<file path="config.mk">
export PLATFORM = sky130hd
export DESIGN_NAME = dram_bridge_ctrl
export DESIGN_NICKNAME = d
export VERILOG_FILES = /design/src/rtl/dram_bridge_ctrl_pkg.sv /design/src/rtl/dram_bridge_ctrl.sv
export SDC_FILE = /design/constraint.sdc
export NUM_CORES = 1
export LEC_CHECK = 0
export CAP_MARGIN = 20
export CORE_UTILIZATION = 33
export DETAILED_ROUTE_END_ITERATION = 10
export PLACE_DENSITY = 0.69
export SYNTH_ARGS = -nofsm -noshare
export SYNTH_HDL_FRONTEND = slang
export SYNTH_SLANG_ARGS = --single-unit
</file>
<file path="constraint.sdc">
create_clock -name clk -period 1.9 [get_ports clk]
set_input_delay 0.57 -clock clk [delete_from_list [all_inputs] [get_ports clk]]
set_output_delay 0.57 -clock clk [all_outputs]
set_load 0.01 [all_outputs]
</file>
<file path="src/rtl/dram_bridge_ctrl_pkg.sv">
// Shared types and constants for the farm-core to DRAM AXI4-Lite bridge.
package dram_bridge_ctrl_pkg;

  localparam int ADDR_W = 17;
  localparam int DATA_W = 32;
  localparam logic [ADDR_W-1:0] DRAM_BASE_ADDR = 17'h10000;

  typedef enum logic [2:0] {
    IDLE  = 3'd0,
    RD_A  = 3'd1,
    RD_D  = 3'd2,
    WR_AW = 3'd3,
    WR_B  = 3'd4,
    DONE  = 3'd5
  } Bridge_State;

endpackage

</file>
<file path="src/rtl/dram_bridge_ctrl.sv">
// Single-outstanding AXI4-Lite master: one read (AR/R) or one write (AW+W/B)
// per farm-core request, answered with a one-cycle C_out_valid pulse.
module dram_bridge_ctrl
  import dram_bridge_ctrl_pkg::*;
#(
  parameter logic [ADDR_W-1:0] BASE_ADDR = DRAM_BASE_ADDR,
  parameter int                ID_W      = 8
) (
  input  logic              clk,
  input  logic              rst_n,
  input  logic [ID_W-1:0]   C_addr,
  input  logic [DATA_W-1:0] C_data_w,
  input  logic              C_in_valid,
  input  logic              C_r_wb,
  output logic              C_out_valid,
  output logic [DATA_W-1:0] C_data_r,
  output logic              AR_VALID,
  output logic [ADDR_W-1:0] AR_ADDR,
  input  logic              AR_READY,
  input  logic              R_VALID,
  input  logic [DATA_W-1:0] R_DATA,
  input  logic [1:0]        R_RESP,
  output logic              R_READY,
  output logic              AW_VALID,
  output logic [ADDR_W-1:0] AW_ADDR,
  input  logic              AW_READY,
  output logic              W_VALID,
  output logic [DATA_W-1:0] W_DATA,
  input  logic              W_READY,
  input  logic              B_VALID,
  input  logic [1:0]        B_RESP,
  output logic              B_READY
);

  Bridge_State state;
  logic        aw_done;
  logic        w_done;
  logic        aw_fin;
  logic        w_fin;
  logic        unused_resp;

  function automatic logic [ADDR_W-1:0] rec_addr(input logic [ID_W-1:0] idx);
    return BASE_ADDR + ADDR_W'({idx, 2'b00});
  endfunction

  // Responses are never acted on; every transaction completes.
  assign unused_resp = ^{R_RESP, B_RESP};

  // A channel counts as finished if it handshook earlier or is handshaking now.
  assign aw_fin = aw_done | (AW_VALID & AW_READY);
  assign w_fin  = w_done  | (W_VALID  & W_READY);

  always_ff @(posedge clk) begin
    if (!rst_n) begin
      state       <= IDLE;
      aw_done     <= 1'b0;
      w_done      <= 1'b0;
      C_out_valid <= 1'b0;
      C_data_r    <= '0;
      AR_VALID    <= 1'b0;
      AR_ADDR     <= '0;
      R_READY     <= 1'b0;
      AW_VALID    <= 1'b0;
      AW_ADDR     <= '0;
      W_VALID     <= 1'b0;
      W_DATA      <= '0;
      B_READY     <= 1'b0;
    end else begin
      C_out_valid <= 1'b0;
      case (state)
        IDLE: begin
          if (C_in_valid) begin
            if (C_r_wb) begin
              AR_VALID <= 1'b1;
              AR_ADDR  <= rec_addr(C_addr);
              state    <= RD_A;
            end else begin
              AW_VALID <= 1'b1;
              AW_ADDR  <= rec_addr(C_addr);
              W_VALID  <= 1'b1;
              W_DATA   <= C_data_w;
              aw_done  <= 1'b0;
              w_done   <= 1'b0;
              state    <= WR_AW;
            end
          end
        end
        RD_A: begin
          if (AR_READY) begin
            AR_VALID <= 1'b0;
            AR_ADDR  <= '0;
            R_READY  <= 1'b1;
            state    <= RD_D;
          end
        end
        RD_D: begin
          if (R_VALID) begin
            C_data_r    <= R_DATA;
            R_READY     <= 1'b0;
            C_out_valid <= 1'b1;
            state       <= DONE;
          end
        end
        WR_AW: begin
          if (AW_VALID && AW_READY) begin
            AW_VALID <= 1'b0;
            AW_ADDR  <= '0;
            aw_done  <= 1'b1;
          end
          if (W_VALID && W_READY) begin
            W_VALID <= 1'b0;
            W_DATA  <= '0;
            w_done  <= 1'b1;
          end
          if (aw_fin && w_fin) begin
            B_READY <= 1'b1;
            state   <= WR_B;
          end
        end
        WR_B: begin
          if (B_VALID) begin
            B_READY     <= 1'b0;
            C_out_valid <= 1'b1;
            state       <= DONE;
          end
        end
        DONE: begin
          C_data_r <= '0;
          state    <= IDLE;
        end
        default: state <= IDLE;
      endcase
    end
  end

endmodule

</file>
==> summary.txt, run 1 <==
Run status
  • Status: complete, no violations

Setup path
  • CP Max Fanout: 2
  • Crit path required time: approximately 1300 ps
  • Max stage delay on crit path: 570 ps
  • Path type of the worst setup path: flip-flop to primary output
  • Reg2reg path depth: 5
  • Crit end category: primary output
  • CP Cell Sequence: clkdlybuf4s50_1
  • Crit-path slowest cell: clkdlybuf4s50_1
  • CP top delay family: buffers and inverters
  • CP arrival: 1280 ps
  • Critical path depth: 1
  • Buf/Inv on CP: 1
  • Nature of the critical path startpoint: flip-flop

Clocking
  • Post-CTS Setup Bufs: 0
  • CTS root buffer: clkbuf_8
  • H-tree depth: 3
  • CTS Buf Count: 9
  • Worst-skew pair later-pin latency: ~350 ps
  • Clock slew at reported path FFs: 90 ps
  • Clock sinks: 91
  • Clk buf depth: 2
  • CTS tree: yes
  • # hold bufs at CTS: 0

Power
  • Pwr/cell area: 1007 nW/um2
  • Lkg Pwr: around 2.1 nW
  • Maximum vdd drop: 0.0004034 V

Route
  • Vias per inst: 4.737
  • Routed Antenna Nets: 0
  • Vias: 3221
  • Routed WL: 9942 um
  • Initial DRT Pass Iterations: 4
  • WL/cell: around 15 um
  • DRT iter0 DRCs: 110
  • DRC errors left: 0

Floorplanning
  • Die Area: 11130 um2
  • Initial Utilization: 0.3410
  • Ports: 189
  • Core area: 10370 um2
  • Die width: 105.5 um
  • Site Rows: 37
  • Die height: 105.5 um

Cells and area
  • Commonest cells after routing, fill and taps aside: 159 x clkdlybuf4s50_1, 89 x dfxtp_1, 75 x nor2_1
  • Most common cell after layout, fill and taps aside: clkdlybuf4s50_1
  • Synthesis-to-layout area growth: 60.47%
  • Utilization after layout: 0.5472
  • Antenna fix cells: 0
  • Fin nets: 624
  • Final std cells w/o fill: between 600 and 700
  • Share of cells above drive strength 1: 0.1434

Job
  • Maxcap violations: 0

Synth
  • Sequential share of the synthesized area: 0.5152
  • Synth cell types: 34
  • Yosys warnings: 0
  • Post-Syn Area: 3536 um2
  • Syn_area_per_cell: 9.480 um2
  • #FFs+latches synth: between 90 and 100
  • Mapped Cells: 373

STA
  • Worst Setup Slack, final: 48.72 ps
  • Setup violations, final: 0
  • Worst Skew: around 8.5 ps
  • Fmax achieved: about 0.54 GHz
  • Crit share post-route: 0.9744
  • RSZ-0062 raised after global routing: no
  • Least-Margin Pin Slew: 520.2 ps
  • Worst rel slew slack: 0.6524
  • Worst hold slack: 457.7 ps
  • Final hold vios: 0
  • Minimum clock period after layout: roughly 1900 ps
  • Max-slew violations: 0

Place
  • Post-placement setup slack: -372.5 ps
  • GPL Wtd Cong: 0.7527
  • IO Port Bufs: 168
  • Placed insts: 662
  • DPL Wire Length: 6972 um

Global route
  • GRT overflow: 0
  • Number of global-route vias before repair: 3235
  • Initial antenna violation count: 0
  • First-pass GRT wire length: 15790 um
  • GRT Total Usage: 0.1759
  • Largest net degree at the start of global routing: 50

Worst hold path
  • Hold path cells: 2
  • Path category of the worst min-delay check: flip-flop to flip-flop
==> registers in the layout, indices dropped and copies added, names as in the netlist <==
name,count
W_DATA,32
aw_done,1
AW_ADDR,9
C_data_r,32
B_READY,1
AR_VALID,1
AR_ADDR,8
state,3
C_out_valid,1
w_done,1
R_READY,1
W_VALID,1
==> timing repair <==
item	4_1_cts	5_1_grt
cloned	0	2
resized for setup	3	17
endpoints found under the hold margin	0	0
endpoints found under the setup margin	5	44
==> power breakdown <==
group | internal, mW | switching (mW) | total (mW)
registers | 2.15 | 0.155 | 2.31
logic | 1.11 | 1.02 | 2.13
clock network | 0.565 | 0.712 | 1.28
total | 3.82 | 1.89 | 5.71
==> metal layers <==
metal | share of wire | track usage | vias up
met4 | 0.016 | 0.06647 | 0
met3 | 0.054 | 0.03958 | 16
met1 | 0.43 | 0.2097 | 1503
met2 | 0.50 | 0.3073 | 107
met5 | 0 | 0 | -
li1 | - | - | 1595
==> stage by stage <==
| step | instance area [um2] | total power [mW] | TNS (ps) |
|---|---|---|---|
| after detailed placement | 5366 | 4.386 | -21890 |
| after global placement | 5366 | 4.353 | -20180 |
| after global routing | 5674 | 6.049 | 0 |
| after floorplan | 3592 | 3.479 | 0 |
| after CTS | 5565 | 5.699 | 0 |
| final | 5674 | 5.714 | 0 |
==> worst paths after layout <==
kind                   to  slack (ps)   startpoint
max             W_DATA[0]          50    W_DATA[0]
min           C_data_r[5]         460  C_data_r[5]
max reg2reg  C_data_r[16]         220     state[1]
min reg2reg   C_data_r[5]         460  C_data_r[5]
==> cells in the mapped netlist, drive strengths merged <==
master | n | area share
dfxtp | 91 | 0.52
nor2 | 75 | 0.080
a22oi | 67 | 0.18
nand2 | 36 | 0.038
buf | 32 | 0.065
a21oi | 22 | 0.032
clkbuf | 15 | 0.016
a211oi | 4 | 0.0085
inv | 3 | 0.0032
mux2i | 3 | 0.0085
nand3 | 3 | 0.0042
a21o | 2 | 0.0042
nand4 | 2 | 0.0035
nor2b | 2 | 0.0035
nor4bb | 2 | 0.0057
o21ai | 2 | 0.0028
a211o | 1 | 0.0025
a31oi | 1 | 0.0018
and2 | 1 | 0.0018
and3b | 1 | 0.0025
and4b | 1 | 0.0028
conb | 1 | 0.0011
nand2b | 1 | 0.0018
nand3b | 1 | 0.0021
nor3 | 1 | 0.0014
nor4b | 1 | 0.0025
o211ai | 1 | 0.0021
or4b | 1 | 0.0028
==> cells by family (layout without fill, tap and decap cells) <==
logic type	count (synthesis)	after routing	synth area share
buf+inv	50	206	0.08386
flops	91	91	0.5152
mux	3	3	0.008493
other cells	1	16	0.001061
simple gates	128	128	0.1525
compound gates	100	100	0.2389
==> area by class of cell <==
type                            count  area [um2]
Multi-Input combinational cell    247        1543
Sequential cell                    91        1827
Clock inverter                      5       43.79
Inverter                            3       11.26
Fill cell                         929        4696
Timing Repair Buffer              187        1928
Tap cell                          136       170.2
Clock buffer                       11       151.4
==> worst register-to-register path, cell delays in order, from the launching register on <==
cell      delay [ps]
dfxtp_1          340
buf_4            210
nor4bb_4         400
buf_4            380
a22oi_1          170
nor2_1           120
Note: power is estimated with default switching activity, not from simulation.
==> run 2, diff against run 1 <==
--- a/config.mk
+++ b/config.mk
@@ -6,9 +6,13 @@
 export NUM_CORES = 1
 export LEC_CHECK = 0
 export CAP_MARGIN = 20
-export CORE_UTILIZATION = 33
+export CELL_PAD_IN_SITES_DETAIL_PLACEMENT = 1
+export CELL_PAD_IN_SITES_GLOBAL_PLACEMENT = 1
+export CORE_UTILIZATION = 28
 export DETAILED_ROUTE_END_ITERATION = 10
-export PLACE_DENSITY = 0.69
+export PLACE_DENSITY_LB_ADDON = 0.1
+export REMOVE_ABC_BUFFERS = 1
 export SYNTH_ARGS = -nofsm -noshare
 export SYNTH_HDL_FRONTEND = slang
 export SYNTH_SLANG_ARGS = --single-unit
+export TNS_END_PERCENT = 100
==> run 2 against run 1 <==
Effect of this change: worst setup slack gained 16 ps; flip-flop and latch count stayed put; clock power grew 47%; combinational power hardly changed; first-iteration DRC count is 25% higher; global-route usage is 0.58 points lower; largest power group unchanged.
==> summary.txt, run 2 (synthesized netlist as in run 1, its figures left out) <==
Setup path
  • Path type of the worst setup path: flip-flop to primary output
  • Max stage delay on crit path: 580 ps (about the same)
  • Crit end category: primary output
  • Crit-path slowest cell: clkdlybuf4s50_1
  • CP top delay family: buffers and inverters
  • Nature of the critical path startpoint: flip-flop
  • Buf/Inv on CP: 1 (unchanged)
  • CP Cell Sequence: clkdlybuf4s50_1
  • CP arrival: 1260 ps (-20 ps)
  • CP Max Fanout: 2 (unchanged)
  • Crit path required time: 1330 ps (about the same)

Power
  • Seq pwr share: 0.366 (-0.038)
  • Design Power: 6.321 mW (+11%)
  • Clock network fraction of design power: 0.297 (+0.074)
  • Internal: 4.364 mW (+14%)
  • Net switching power figure: 1.958 mW (+3.5%)
  • Switch share: 0.3097 (-0.02139)
  • Pwr/cell area: 1089 nW/um2 (+8.2%)
  • Lkg Pwr: 2.117 nW (-1.5%)
  • Comb power frac: 0.337 (-0.036)
  • Maximum vdd drop: 0.0005196 V (+29%)

Cells and area
  • Final std cells w/o fill: 712 (+4.7%)
  • Reg area: 1823 um2 (-0.21%)
  • Regs by FF count: C_data_r (32), W_DATA (32), AW_ADDR (9)
  • Final Cell Area: 5803 um2 (+2.3%)
  • Share of cells above drive strength 1: 0.1379 (-0.005515)
  • Area occupied by multi-input gates: 1541 um2 (about the same)
  • Fill count: 1374 (+48%)
  • Commonest cells after routing, fill and taps aside: 164 x clkdlybuf4s50_1, 90 x dfxtp_1, 75 x nor2_1
  • Antenna fix cells: 0 (unchanged)
  • Fin nets: 624 (unchanged)
  • Utilization after layout: 0.4772 (-0.07002)
  • Synthesis-to-layout area growth: 64.12%
  • Most common cell after layout, fill and taps aside: clkdlybuf4s50_1

Clocking
  • H-tree depth: 3 (unchanged)
  • CTS tree: yes
  • CTS Buf Count: 9 (unchanged)
  • CTS root buffer: clkbuf_16
  • Clk buf depth: 2 (unchanged)
  • # hold bufs at CTS: 0 (unchanged)
  • Clock slew at reported path FFs: 60 ps (-30 ps)
  • Worst-skew pair later-pin latency: 340 ps (about the same)
  • Clock sinks: 91 (unchanged)

Global route
  • First-pass GRT wire length: 17170 um (+8.7%)
  • GRT Total Usage: 0.1701 (-0.005790)
  • Number of global-route vias before repair: 3269 (+1.1%)
  • Largest net degree at the start of global routing: 45 (-10%)
  • Initial antenna violation count: 0 (unchanged)
  • GRT overflow: 0 (unchanged)

Route
  • Vias: 3317 (+3.0%)
  • DRT iter0 DRCs: 137 (+25%)
  • Initial DRT Pass Iterations: 4 (unchanged)
  • Vias per inst: 4.659 (-1.6%)
  • DRC errors left: 0 (unchanged)
  • Routed WL: 11010 um (+11%)
  • Routed Antenna Nets: 0 (unchanged)
  • WL/cell: 15.46 um (+5.7%)

STA
  • Setup violations, final: 0 (unchanged)
  • Final hold vios: 0 (unchanged)
  • RSZ-0062 raised after global routing: no
  • Worst hold slack: 455.8 ps (-1.804 ps)
  • Worst rel slew slack: 0.6440 (-0.008355)
  • Minimum clock period after layout: 1835 ps (-16.43 ps)
  • Fmax achieved: 0.5450 GHz (+0.90%)
  • Crit share post-route: 0.9657 (-0.008649)
  • Max-slew violations: 0 (unchanged)
  • Worst Setup Slack, final: 65.15 ps (+16.43 ps)
  • Setup_tns: 0 ps (unchanged)
  • Worst Skew: 3.907 ps (-4.552 ps)
  • Least-Margin Pin Slew: 532.7 ps (+12.50 ps)

Floorplanning
  • Core area: 12160 um2 (+17%)
  • Die width: 114.4 um (+8.4%)
  • Die Area: 13080 um2 (+18%)
  • Ports: 189 (unchanged)
  • Site Rows: 40 (+8.1%)
  • Initial Utilization: 0.2907 (-0.05023)
  • Die height: 114.4 um (+8.4%)

Place
  • Post-placement setup slack: -388.3 ps (-15.81 ps)
  • GPL Wtd Cong: 0.7035 (-6.5%)
  • IO Port Bufs: 168 (unchanged)
  • Cell Area, Placed: 5394 um2 (+0.51%)
  • Placed insts: 694 (+4.8%)
  • DPL Wire Length: 7659 um (+9.9%)

Run status
  • Status: complete, no violations

Worst hold path
  • Path category of the worst min-delay check: flip-flop to flip-flop

Job
  • Maxcap violations: 0 (unchanged)
[run 2: final timing paths]
check	from	end	slack [ps]	depth (start not counted)
setup / recovery	W_DATA[26]	W_DATA[26]	70	1
hold / removal	C_data_r[28]	C_data_r[28]	460	2
setup reg to reg	state[1]	C_data_r[12]	200	5
hold reg to reg	C_data_r[28]	C_data_r[28]	460	2
[run 2: power groups by stage]
stage / clock [mW] / combinational (mW) / sequential (mW)
final: 1.88 / 2.13 / 2.31
after global routing: 2.03 / 2.33 / 2.34
after CTS: 1.94 / 2.08 / 2.31
after detailed placement: 0 / 2.05 / 2.35
after global placement: 0 / 2.01 / 2.33
after floorplan: 0 / 0.884 / 2.48
[run 2: what timing repair did]
action / in CTS / in global routing
setup endpoints to repair: 19 / 49
resized for setup: 7 / 5
setup buffers: 0 / 0
endpoints found under the hold margin: 0 / 0
gates cloned: 0 / 2
pin swaps: 0 / 3
[run 2: cell type report]
cell class | instances | area share
multi-input combinational | 247 | 0.2656
timing repair buffer | 187 | 0.3279
tap | 168 | 0.03622
sequential | 91 | 0.3141
clock inverter | 3 | 0.007546
inverter | 3 | 0.001940
clock buffer | 13 | 0.04657
[run 2: routing by layer]
layer	wire [um]	share of wire	global-route usage	vias up
met1	4816	0.44	0.2096	1563
met2	5085	0.46	0.2667	138
li1	-	-	-	1596
met4	205	0.019	0.07446	0
met3	898	0.082	0.06141	20
met5	0	0	0	-
